==> src/rtl/writeback_tracker_pkg.sv <==
// Shared pipeline definitions for the writeback tracker:
// register address width, x0 constant, slot bundle and bubble value.
package writeback_tracker_pkg;

    localparam int REG_AW = 5;

    localparam logic [REG_AW-1:0] X0 = '0;

    typedef struct packed {
        logic              valid;
        logic [REG_AW-1:0] rd;
        logic              regwrite;
        logic              memread;
    } slot_t;

    localparam slot_t BUBBLE_SLOT = '0;

    // A slot only produces a value worth forwarding when it writes a
    // real register; writes to x0 are discarded by the register file.
    function automatic logic slot_effective(slot_t s);
        return s.valid && s.regwrite && (s.rd != X0);
    endfunction

endpackage

==> src/rtl/writeback_tracker_if.sv <==
// Decode-side inputs, control inputs and forwarding producer outputs
// of the writeback tracker; slave is the tracker, master the pipeline.
interface writeback_tracker_if #(
    parameter int REG_AW = 5
) ();

    logic              id_valid_i;
    logic [REG_AW-1:0] id_rd_i;
    logic              id_regwrite_i;
    logic              id_memread_i;
    logic [REG_AW-1:0] id_rs1_i;
    logic [REG_AW-1:0] id_rs2_i;
    logic              id_use_rs1_i;
    logic              id_use_rs2_i;
    logic              flush_i;
    logic              dmem_busy_i;
    logic              stall_o;
    logic              regwrite_p_o;
    logic [REG_AW-1:0] rd_p_o;
    logic              regwrite_pp_o;
    logic [REG_AW-1:0] rd_pp_o;

    modport slave (
        input  id_valid_i, id_rd_i, id_regwrite_i, id_memread_i,
        input  id_rs1_i, id_rs2_i, id_use_rs1_i, id_use_rs2_i,
        input  flush_i, dmem_busy_i,
        output stall_o, regwrite_p_o, rd_p_o, regwrite_pp_o, rd_pp_o
    );

    modport master (
        output id_valid_i, id_rd_i, id_regwrite_i, id_memread_i,
        output id_rs1_i, id_rs2_i, id_use_rs1_i, id_use_rs2_i,
        output flush_i, dmem_busy_i,
        input  stall_o, regwrite_p_o, rd_p_o, regwrite_pp_o, rd_pp_o
    );

endinterface

==> src/rtl/writeback_tracker_stage_slot.sv <==
// One tracked pipeline slot: hold, load-bubble or load-next per edge,
// with an `effective` flag for forwarding and hazard logic.
module writeback_tracker_stage_slot
    import writeback_tracker_pkg::*;
(
    input  logic  clk_i,
    input  logic  rst_i,
    input  logic  hold_i,
    input  logic  bubble_i,
    input  slot_t next_i,
    output slot_t slot_o,
    output logic  eff_o
);

    slot_t slot_q;
    slot_t slot_d;

    // Hold beats bubble beats normal advance.
    always_comb begin
        slot_d = next_i;
        if (hold_i) begin
            slot_d = slot_q;
        end else if (bubble_i) begin
            slot_d = BUBBLE_SLOT;
        end
    end

    // Slot register; reset empties the slot immediately.
    always_ff @(posedge clk_i or posedge rst_i) begin
        if (rst_i) begin
            slot_q <= BUBBLE_SLOT;
        end else begin
            slot_q <= slot_d;
        end
    end

    assign slot_o = slot_q;
    assign eff_o  = slot_effective(slot_q);

endmodule

==> src/rtl/writeback_tracker.sv <==
// Tracks rd/regwrite/memread through EX, MEM, WB; drives forwarding
// producers and load-use stalls. Optional counters: WB_TRACK_PERF_EN.
module writeback_tracker #(
    parameter int REG_AW = 5,
    parameter int CNT_W  = 16
) (
    input  logic               clk_i,
    input  logic               rst_i,
`ifdef WB_TRACK_PERF_EN
    output logic [CNT_W-1:0]   stall_cnt_o,
    output logic [CNT_W-1:0]   flush_cnt_o,
`endif
    writeback_tracker_if.slave bus
);

    import writeback_tracker_pkg::*;

    slot_t idex_s, exmem_s, memwb_s;
    slot_t id_slot;
    logic  idex_eff, exmem_eff, memwb_eff;
    logic  hazard;
    logic  stall;
    logic  unused_memread;

    assign id_slot = '{
        valid:    bus.id_valid_i,
        rd:       bus.id_rd_i,
        regwrite: bus.id_regwrite_i,
        memread:  bus.id_memread_i
    };

    // Load in EX whose result the decode instruction needs now.
    always_comb begin
        hazard = idex_eff && idex_s.memread && bus.id_valid_i &&
                 ((bus.id_use_rs1_i && (bus.id_rs1_i == idex_s.rd)) ||
                  (bus.id_use_rs2_i && (bus.id_rs2_i == idex_s.rd)));
    end

    // A flushed consumer is discarded, so it never needs to wait.
    assign stall = hazard && !bus.flush_i;

    writeback_tracker_stage_slot u_idex (
        .clk_i    (clk_i),
        .rst_i    (rst_i),
        .hold_i   (bus.dmem_busy_i),
        .bubble_i (bus.flush_i || stall),
        .next_i   (id_slot),
        .slot_o   (idex_s),
        .eff_o    (idex_eff)
    );

    writeback_tracker_stage_slot u_exmem (
        .clk_i    (clk_i),
        .rst_i    (rst_i),
        .hold_i   (bus.dmem_busy_i),
        .bubble_i (1'b0),
        .next_i   (idex_s),
        .slot_o   (exmem_s),
        .eff_o    (exmem_eff)
    );

    writeback_tracker_stage_slot u_memwb (
        .clk_i    (clk_i),
        .rst_i    (rst_i),
        .hold_i   (bus.dmem_busy_i),
        .bubble_i (1'b0),
        .next_i   (exmem_s),
        .slot_o   (memwb_s),
        .eff_o    (memwb_eff)
    );

    assign unused_memread = memwb_s.memread;

    assign bus.stall_o       = stall;
    assign bus.regwrite_p_o  = exmem_eff;
    assign bus.rd_p_o        = exmem_eff ? exmem_s.rd : X0;
    assign bus.regwrite_pp_o = memwb_eff;
    assign bus.rd_pp_o       = memwb_eff ? memwb_s.rd : X0;

`ifdef WB_TRACK_PERF_EN
    logic [CNT_W-1:0] stall_cnt_q, stall_cnt_d;
    logic [CNT_W-1:0] flush_cnt_q, flush_cnt_d;

    // Saturating event counts, frozen together with the pipeline.
    always_comb begin
        stall_cnt_d = stall_cnt_q;
        flush_cnt_d = flush_cnt_q;
        if (!bus.dmem_busy_i) begin
            if (stall && (stall_cnt_q != '1)) begin
                stall_cnt_d = stall_cnt_q + CNT_W'(1);
            end
            if (bus.flush_i && (flush_cnt_q != '1)) begin
                flush_cnt_d = flush_cnt_q + CNT_W'(1);
            end
        end
    end

    // Counter registers.
    always_ff @(posedge clk_i or posedge rst_i) begin
        if (rst_i) begin
            stall_cnt_q <= '0;
            flush_cnt_q <= '0;
        end else begin
            stall_cnt_q <= stall_cnt_d;
            flush_cnt_q <= flush_cnt_d;
        end
    end

    assign stall_cnt_o = stall_cnt_q;
    assign flush_cnt_o = flush_cnt_q;
`endif

endmodule

==> src/flat_wrapper.sv <==
// flat-port wrapper written by rule: the top's interface ports become plain ports
module writeback_tracker_flat import writeback_tracker_pkg::*;
#(
    parameter int REG_AW = 5,
    parameter int CNT_W  = 16
)
  (clk_i, rst_i, bus_id_valid_i, bus_id_rd_i, bus_id_regwrite_i, bus_id_memread_i, bus_id_rs1_i, bus_id_rs2_i, bus_id_use_rs1_i, bus_id_use_rs2_i, bus_flush_i, bus_dmem_busy_i, bus_stall_o, bus_regwrite_p_o, bus_rd_p_o, bus_regwrite_pp_o, bus_rd_pp_o);
  writeback_tracker_if #(.REG_AW(REG_AW)) bus_i ();
  input  logic clk_i;
  input  logic rst_i;
  input wire logic [$bits(bus_i.id_valid_i)-1:0] bus_id_valid_i;
  input wire logic [$bits(bus_i.id_rd_i)-1:0] bus_id_rd_i;
  input wire logic [$bits(bus_i.id_regwrite_i)-1:0] bus_id_regwrite_i;
  input wire logic [$bits(bus_i.id_memread_i)-1:0] bus_id_memread_i;
  input wire logic [$bits(bus_i.id_rs1_i)-1:0] bus_id_rs1_i;
  input wire logic [$bits(bus_i.id_rs2_i)-1:0] bus_id_rs2_i;
  input wire logic [$bits(bus_i.id_use_rs1_i)-1:0] bus_id_use_rs1_i;
  input wire logic [$bits(bus_i.id_use_rs2_i)-1:0] bus_id_use_rs2_i;
  input wire logic [$bits(bus_i.flush_i)-1:0] bus_flush_i;
  input wire logic [$bits(bus_i.dmem_busy_i)-1:0] bus_dmem_busy_i;
  output wire logic [$bits(bus_i.stall_o)-1:0] bus_stall_o;
  output wire logic [$bits(bus_i.regwrite_p_o)-1:0] bus_regwrite_p_o;
  output wire logic [$bits(bus_i.rd_p_o)-1:0] bus_rd_p_o;
  output wire logic [$bits(bus_i.regwrite_pp_o)-1:0] bus_regwrite_pp_o;
  output wire logic [$bits(bus_i.rd_pp_o)-1:0] bus_rd_pp_o;
  assign bus_i.id_valid_i = bus_id_valid_i;
  assign bus_i.id_rd_i = bus_id_rd_i;
  assign bus_i.id_regwrite_i = bus_id_regwrite_i;
  assign bus_i.id_memread_i = bus_id_memread_i;
  assign bus_i.id_rs1_i = bus_id_rs1_i;
  assign bus_i.id_rs2_i = bus_id_rs2_i;
  assign bus_i.id_use_rs1_i = bus_id_use_rs1_i;
  assign bus_i.id_use_rs2_i = bus_id_use_rs2_i;
  assign bus_i.flush_i = bus_flush_i;
  assign bus_i.dmem_busy_i = bus_dmem_busy_i;
  assign bus_stall_o = bus_i.stall_o;
  assign bus_regwrite_p_o = bus_i.regwrite_p_o;
  assign bus_rd_p_o = bus_i.rd_p_o;
  assign bus_regwrite_pp_o = bus_i.regwrite_pp_o;
  assign bus_rd_pp_o = bus_i.rd_pp_o;
  writeback_tracker #(.REG_AW(REG_AW), .CNT_W(CNT_W)) u_core (.clk_i(clk_i), .rst_i(rst_i), .bus(bus_i));
endmodule
==> config.mk <==
export PLATFORM = sky130hd
export DESIGN_NAME = writeback_tracker_flat
export DESIGN_NICKNAME = d
export VERILOG_FILES = /design/src/rtl/writeback_tracker_pkg.sv /design/src/rtl/writeback_tracker_if.sv /design/src/rtl/writeback_tracker_stage_slot.sv /design/src/rtl/writeback_tracker.sv /design/src/flat_wrapper.sv
export SDC_FILE = /design/constraint.sdc
export NUM_CORES = 1
export LEC_CHECK = 0
export CORE_MARGIN = 1
export CORE_UTILIZATION = 40
export CTS_CLUSTER_SIZE = 16
export DETAILED_ROUTE_END_ITERATION = 16
export PLACE_DENSITY = 0.71
export SYNTH_ARGS = -nofsm -noshare
export SYNTH_HDL_FRONTEND = slang
export SYNTH_SLANG_ARGS = --single-unit
export TNS_END_PERCENT = 100
==> constraint.sdc <==
create_clock -name clk_i -period 3.6 [get_ports clk_i]
set_clock_uncertainty 0.05 [all_clocks]
set_input_delay 0.36 -clock clk_i [delete_from_list [all_inputs] [get_ports clk_i]]
set_output_delay 0.36 -clock clk_i [all_outputs]
set_load 0.01 [all_outputs]
# Word-level counts from Yosys, hierarchy flattened
# Index checks and enable logic that the tools add are counted.
dict set report totals {
  reg_bits 22
  output_inout_bits 13
  elab_cells 33
  in_bits 24
}
dict set report op_classes {
  n_eq_ne 2
  reduce_logical 18
  mux 3
}
# cell count
set op_table {}
lappend op_table {{5-bit nonzero test} 3}
lappend op_table {{1-bit logical AND} 12}
lappend op_table {{5-bit == test} 2}
lappend op_table {{5-bit two-way mux} 2}
lappend op_table {{8-bit two-way mux} 1}
lappend op_table {{1-bit logical OR} 2}
lappend op_table {{1-bit logical NOT} 1}

# Longest topological paths before layout
dict set report depth {
  word_depth 8
  ltp_mapped 5
  depth_no_buf 4
}

# Modules after synthesis
# A second synthesis with hierarchy kept.
dict set report unflattened {
  cells_unflattened 98
  hier_area_um2 1127.3
}
# module n_inst area_each_um2 cells_each seq_area_each_um2
set by_module_without_submodules {}
lappend by_module_without_submodules {writeback_tracker_stage_slot 3 307.8 23 200.2}
lappend by_module_without_submodules {writeback_tracker 1 203.9 29 0.0}

# Worst setup path after synthesis
# No wires, ideal clock.
dict set report synth_path {
  path_kind {register to output}
  from {register u_core.u_idex.slot_q, in the netlist u_core.u_idex.slot_o[2]}
  to {output port bus_stall_o}
  t_arrival_ns 1.458
  slack_ns 1.732
  n_path_buf 1
  required_ns 3.190
  path_stages_with_launch 6
  path_cell_list {dfrtp_1 > clkbuf_2 > xnor2_1 > nand4_1 > o22ai_1 > nor3b_1}
}
dict set report synth_via {
  elab_chain_len 6
  word_cells_on_any_way 11
  cone_classes {eq/ne: 2; reduce/logical: 9}
}
# item line_no
set synth_lines {}
lappend synth_lines {{start, declared} writeback_tracker_stage_slot.sv:15} ;# slot_t slot_q;
lappend synth_lines {{start signal, assigned} writeback_tracker_stage_slot.sv:33} ;# slot_q <= slot_d;
lappend synth_lines {{5-bit nonzero test} writeback_tracker_pkg.sv:21} ;# return s.valid && s.regwrite && (s.rd != X0);
lappend synth_lines {{1-bit logical AND} writeback_tracker_pkg.sv:21}
lappend synth_lines {{1-bit logical AND (2 in series)} writeback_tracker.sv:34} ;# hazard = idex_eff && idex_s.memread && bus.id_valid_i &&
lappend synth_lines {{1-bit logical AND *} writeback_tracker.sv:34}
lappend synth_lines {{1-bit logical AND *} writeback_tracker.sv:40} ;# assign stall = hazard && !bus.flush_i;
lappend synth_lines {{end, declared} flat_wrapper.sv:21} ;# output wire logic [$bits(bus_i.stall_o)-1:0] bus_stall_o;
# Mark *: on every way between the ends. The rest lies on a longest branch, timed or not.

# Worst setup path after layout
dict set report layout_path {
  from {register u_core.u_idex.slot_q, in the netlist u_core.u_idex.slot_o[3]}
  to {output port bus_stall_o}
}
# Same word-level chain as after synthesis.

==> results_dict.tcl <==
set metrics [dict create \
    status "finished, final reports clean" \
    finalSetupTns_ps 0 \
    cts-buffers-inserted 3 \
    timing.reg2reg.worst_path_depth 4 \
    cts.clk_slew.worst_paths_ps 110 \
    cellPowerDensity_nw_per_um2 383 \
    viasPerCell 5.59 \
    wirelength_um 2470 \
    timing.final.ws_setup_ps 946 \
    critPathKind "register to primary output" \
    cts.path.max_buffers 2 \
    max_freq_mhz 377 \
    multiInputGateArea_um2 568 \
    cts-root-buf "clkbuf_4" \
    seqCellArea_um2 551 \
    fin_crit_sh_pct 73.7 \
    pre_cts_ws_ps 995 \
    syn_nets 129 \
    ys_ff_latch 22 \
    syn_inst 105 \
    die_w_um 55.5 \
    cts_tree "yes" \
    fin_crit_ps 2650 \
    yosysUniqueCellTypes 23 \
    hold_path_class "input pin to asynchronous set/reset pin" \
    grt_first_pass_wirelength_um 4100 \
    hold_viol_final 0 \
    overflow 0 \
    ctsHoldBuffers 0 \
    yosys.area.top_type "dfrtp_1" \
    syn_to_final_growth_pct 36.2 \
    required_ps 3190 \
    cts_setup_buffers 0 \
    final_nets 167 \
    first_pass_iters 4 \
    p_leak_nw 0.640 \
    grt_use_total_pct 16.7 \
    start_util_pct 41.9 \
    rsz0062_at_grt "no" \
    yosys_warnings 0 \
    synth_area_um2 1140 \
    place_congestion 0.739 \
    first_global_vias 889 \
    ctsResizeCount 0 \
    reg2reg_from "u_core.u_idex.slot_o[3]" \
    drv_cap 0 \
    port_buffers 36 \
    crit_fanout 9 \
    startpoint_type "register" \
    fp.dieH_um 55.5 \
    ir_drop_uv 297 \
    clock_sinks 22 \
    setup_viol 0 \
    die-area_um2 3080 \
    slew-limit-headroom_pct 44.6 \
    r2r_slack_ps 1910 \
    core-area_um2 2730 \
    postSynthAreaPerCell_um2 10.9 \
    num_antenna_cells 0 \
    cp-end-kind "primary output" \
    cp_data_arrival_time_ps 2240 \
    ios 37 \
    drt.antenna.violating_nets 0 \
    drv_slew 0 \
    wl_per_cell_um 14.3 \
    post-route-drc-count 0 \
    yosys-top-cells-area "dfrtp_1, mux2_2, xnor2_1, and3_1, a32oi_1" \
    antenna_found_initial 0 \
    startpoint "u_core.u_idex.slot_o[3]" \
    first_iter_violations 22 \
    yosysTopAreaCellShare_pct 48.1 \
    vias 962 \
    rr_endpoint "u_core.u_idex.slot_o[3]" \
    fillers 270 \
    grt_start_max_net_pins 26 \
    worst_pin_slew_ps 830 \
    htree_levels 1 \
    hpwlAfterDp_um 1860 \
    clock_latency_ps 290 \
    ys_seq_area_share_pct 48.1 \
    core.rowCount 19 \
    drive_gt1_share_pct 15.6 \
]
stage by stage:
stage	total power [mW]	util, %	hold WS, ps	cells	area (um2)
final	0.597	57.0	462	172	1560
after global routing	0.630	57.0	504	172	1560
after CTS	0.604	57.0	468	172	1560
after detailed placement	0.497	56.2	442	169	1540
after global placement	0.489	56.2	429	169	1540
after floorplan	0.419	-	299	105	1140
Yosys cell counts, drive strengths merged:
cell     n
a21oi    2
a22oi    1
a32oi    7
and3    10
and4     1
buf      2
clkbuf   3
dfrtp   22
inv      1
mux2    14
nand2   11
nand4    2
nor2     3
nor3     2
nor3b    2
o21ai    9
o22ai    1
or3b     1
or4      1
xnor2   10
final cells by class:
cell class                 instances  share of cell area, %
clock buffer                       3                   1.44
inverter                           1                  0.241
multi-input combinational         77                   36.4
sequential                        22                   35.3
tap                               31                   2.49
timing repair buffer              38                   24.1
power by group:
group / internal (mW) / switching, mW
registers: 0.288 / 0.0480
clock network: 0.0389 / 0.0660
logic: 0.0990 / 0.0574
placed cells by master (no fill, tap or decap), types with 2 or more instances in the layout:
| cell type | instances |
|---|---|
| a21oi_1 | 2 |
| a32oi_1 | 7 |
| and3_1 | 10 |
| buf_4 | 2 |
| clkbuf_4 | 3 |
| clkdlybuf4s50_1 | 36 |
| dfrtp_1 | 22 |
| mux2_2 | 14 |
| nand2_1 | 11 |
| nand4_1 | 2 |
| nor2_1 | 3 |
| nor3_1 | 2 |
| nor3b_1 | 2 |
| o21ai_0 | 5 |
| o21ai_1 | 3 |
| xnor2_1 | 10 |
cells by family (layout without fill, tap and decap cells):
logic type,count (synthesis),count (layout),share of synthesized area (%)
buffers and inverters,6,42,2.29
AO/OA/AOI/OAI,20,20,12.4
multiplexers,14,14,13.8
AND/OR/NAND/NOR,33,33,15.8
flip-flops,22,22,48.1
XOR/XNOR,10,10,7.65
critical path: stages, from the launching register on:
cell and delay (ps):
dfrtp_1 470, xnor2_1 210, nand4_1 130, o22ai_1 200, buf_4 180, nor3b_1 190, clkdlybuf4s50_1 580
metal layers:
layer	wire length, um	vias to the layer above	share of wire, %	global-route usage [%]
li1	-	456	-	-
met1	1150	476	47	22.0
met2	1220	28	49	28.7
met3	84	2	3.4	2.11
met4	10	0	0.41	5.36
met5	0	-	0	0
worst max-delay path by stage:
stage	slack [ps]	cells past startpoint	endpoint
global placement	1040	7	bus_stall_o
floorplan	1730	5	bus_stall_o
detailed placement	1000	7	bus_stall_o
global route	740	6	bus_stall_o
CTS	930	6	bus_stall_o
finish	950	6	bus_stall_o
state kept, by name, summed over array words and instances (netlist names):
register,flops
u_core.u_idex.slot_o,8
u_core.u_memwb.slot_o,7
u_core.u_exmem.slot_o,7
(Power assumes the default switching activity.)
==> RTL change, RTL diff (same flow settings) <==
`REG_AW` is set to 5 in 4 places; all go to 6.
--- a/src/rtl/writeback_tracker_pkg.sv
+++ b/src/rtl/writeback_tracker_pkg.sv
@@ -4,3 +4,3 @@
 
-    localparam int REG_AW = 5;
+    localparam int REG_AW = 6;
 
--- a/src/rtl/writeback_tracker_if.sv
+++ b/src/rtl/writeback_tracker_if.sv
@@ -3,3 +3,3 @@
 interface writeback_tracker_if #(
-    parameter int REG_AW = 5
+    parameter int REG_AW = 6
 ) ();
--- a/src/rtl/writeback_tracker.sv
+++ b/src/rtl/writeback_tracker.sv
@@ -3,3 +3,3 @@
 module writeback_tracker #(
-    parameter int REG_AW = 5,
+    parameter int REG_AW = 6,
     parameter int CNT_W  = 16
--- a/src/flat_wrapper.sv
+++ b/src/flat_wrapper.sv
@@ -3,3 +3,3 @@
 #(
-    parameter int REG_AW = 5,
+    parameter int REG_AW = 6,
     parameter int CNT_W  = 16
Ports: changed (5 resized); port bits go from 37 to 42. The function was not compared with the original's and may differ.
==> RTL change against the unedited design <==
- total power grew 12%
- first-iteration DRC count grew 27%
- sequential cell count up 3
- final area rose by 14%
- register-to-register slack better by 0.19 ns
- critical path depth decreased by 1
- via count increased by 5.1%
- highest routed layer unchanged
- count of clock-buffer cells in the layout up 1
- wire length grew 10%
- worst hold slack better by 0.020 ns
- synthesized area up 13%
- worst setup slack better by 0.077 ns
- clock power rose by 13%
==> RTL change: results (changes against the unedited design) <==
Drt
  • Via count: 1011 (+5.1%)
  • Routed wire per std cell: 13.75 um (-4.2%)
  • Met3 wire length: 103 um (+23%)
  • Met2 WL: 1.332 mm (+9.1%)
  • DRT iter0 DRCs: 28 (+27%)
  • Routed length on met1: 1.243 mm (+8.0%)

GRT
  • Gr usage total: 17.14% (+0.40 points)
  • First-pass GRT wire length: 4.450 mm (+8.6%)
  • Remaining Overflow, GRT: 0 (unchanged)

Placed design
  • GPL Wtd Cong: 0.7104 (-3.8%)
  • Port buffer count: 41 (+14%)
  • Area of placed instances: 1748 um^2 (+14%)
  • Worst slack at placement: 1.032 ns (+0.03697 ns)
  • Hpwl dp: 2.054 mm (+10%)

Setup path
  • Worst path arrival time: 2.17 ns (-0.07 ns)
  • CP Max Fanout: 10 (+1)
  • Buffers and inverters on the worst path: 1 (-1)
  • CP max stage delay: 0.52 ns (-0.06 ns)

Cells and area
  • Multi-input gate area: 645.6 um^2 (+14%)
  • Fraction of area in multi-input gates: 36.39% (-0.047 points)
  • Fill count: 284 (+5.2%)
  • Max reg flops: 9 (+1)
  • Sequential share of cell area: 35.26% (-0.052 points)
  • Clock Buffer Count: 4 (+1)
  • Layout cells sized above 1: 16.23% (+0.63 points)
  • Clk tree area frac: 1.481% (+0.036 points)
  • Non-clock buffering overhead: 23.55% (-0.52 points)
  • Antenna cell count: 0 (unchanged)
  • Signal buffers: 42 (+11%)
  • Multi-input combinational gate total: 82 (+6.5%)

STA
  • Slew margin rel.: 37.58% (-7.0 points)

Yosys
  • Seq/Total Area, Yosys: 48.26% (+0.18 points)
  • Synth Register Bits: 25 (+14%)
  • Top cells by area, synth: dfrtp_1 (48%), mux2_2 (14%), xnor2_1 (8.1%), a2bb2oi_1 (6.1%), and3_1 (5.8%)
  • Syn Nets: 138 (+7.0%)
  • Cell variety after synth: 20 (-13%)
  • Synth top cells by count: dfrtp_1 (25), mux2_2 (16), and3_1 (12), xnor2_1 (12)

CTS
  • Post-cts sizing count: 0 (unchanged)
  • Clock Latency Late Sink: 0.30 ns

Power and ir drop
  • P_leak: 0.7478 nW (+17%)
  • P_clk: 0.119 mW (+13%)
  • NetSw: 0.1897 mW (+11%)
  • Max VDD drop: 0.1581 mV (-47%)
  • Comb. pwr: 0.171 mW (+9.6%)

Hold path
  • Hold Path Class: reg -> reg

Status
  • Outcome: complete, no violations

Floorplan
  • Die area: 3472 um^2 (+13%)
-- RTL change: kinds of logic (layout without fill, tap and decap cells) --
logic type,count (synthesis),count (layout),synth area share [%]
and+or+nand+nor,32,32,14.48
AOI/OAI and AO/OA,22,22,13.32
xor gates and xnor gates,12,12,8.108
buffers and inverters,4,47,1.930
muxes,16,16,13.90
DFF,25,25,48.26
-- RTL change: through the flow --
step / cells / power [mW]
6_report: 198 / 0.6696
5_1_grt: 198 / 0.7171
4_1_cts: 198 / 0.6766
3_3_place_gp: 194 / 0.5494
2_1_floorplan: 111 / 0.4724
3_5_place_dp: 194 / 0.5597
-- RTL change: metal layers --
| layer | vias to the layer above | GRT usage [%] |
|---|---|---|
| met5 | - | 0 |
| met4 | 0 | 7.483 |
| met3 | 4 | 1.978 |
| met2 | 31 | 30.36 |
| met1 | 475 | 20.97 |
| li1 | 501 | - |
-- RTL change: worst paths after layout --
check	start	endpoint	slack (ns)	cells past startpoint
max in group asynchronous	rst_i	u_core.u_idex.slot_o[8]	2.43	2
worst min register to register	u_core.u_idex.slot_o[0]	u_core.u_idex.slot_o[0]	0.48	2
worst min-delay path	u_core.u_idex.slot_o[0]	u_core.u_idex.slot_o[0]	0.48	2
worst max-delay path	u_core.u_idex.slot_o[7]	bus_stall_o	1.02	5
worst max register to register	u_core.u_idex.slot_o[7]	u_core.u_idex.slot_o[7]	2.10	4
min in group asynchronous	rst_i	u_core.u_memwb.slot_o[1]	0.51	2
-- RTL change: worst reg2reg max path, delay by kind of cell (launching register included) --
kind | cells | cell delay (ns)
simple gates | 1 | 0.09
compound gates | 3 | 0.73
flops | 1 | 0.51
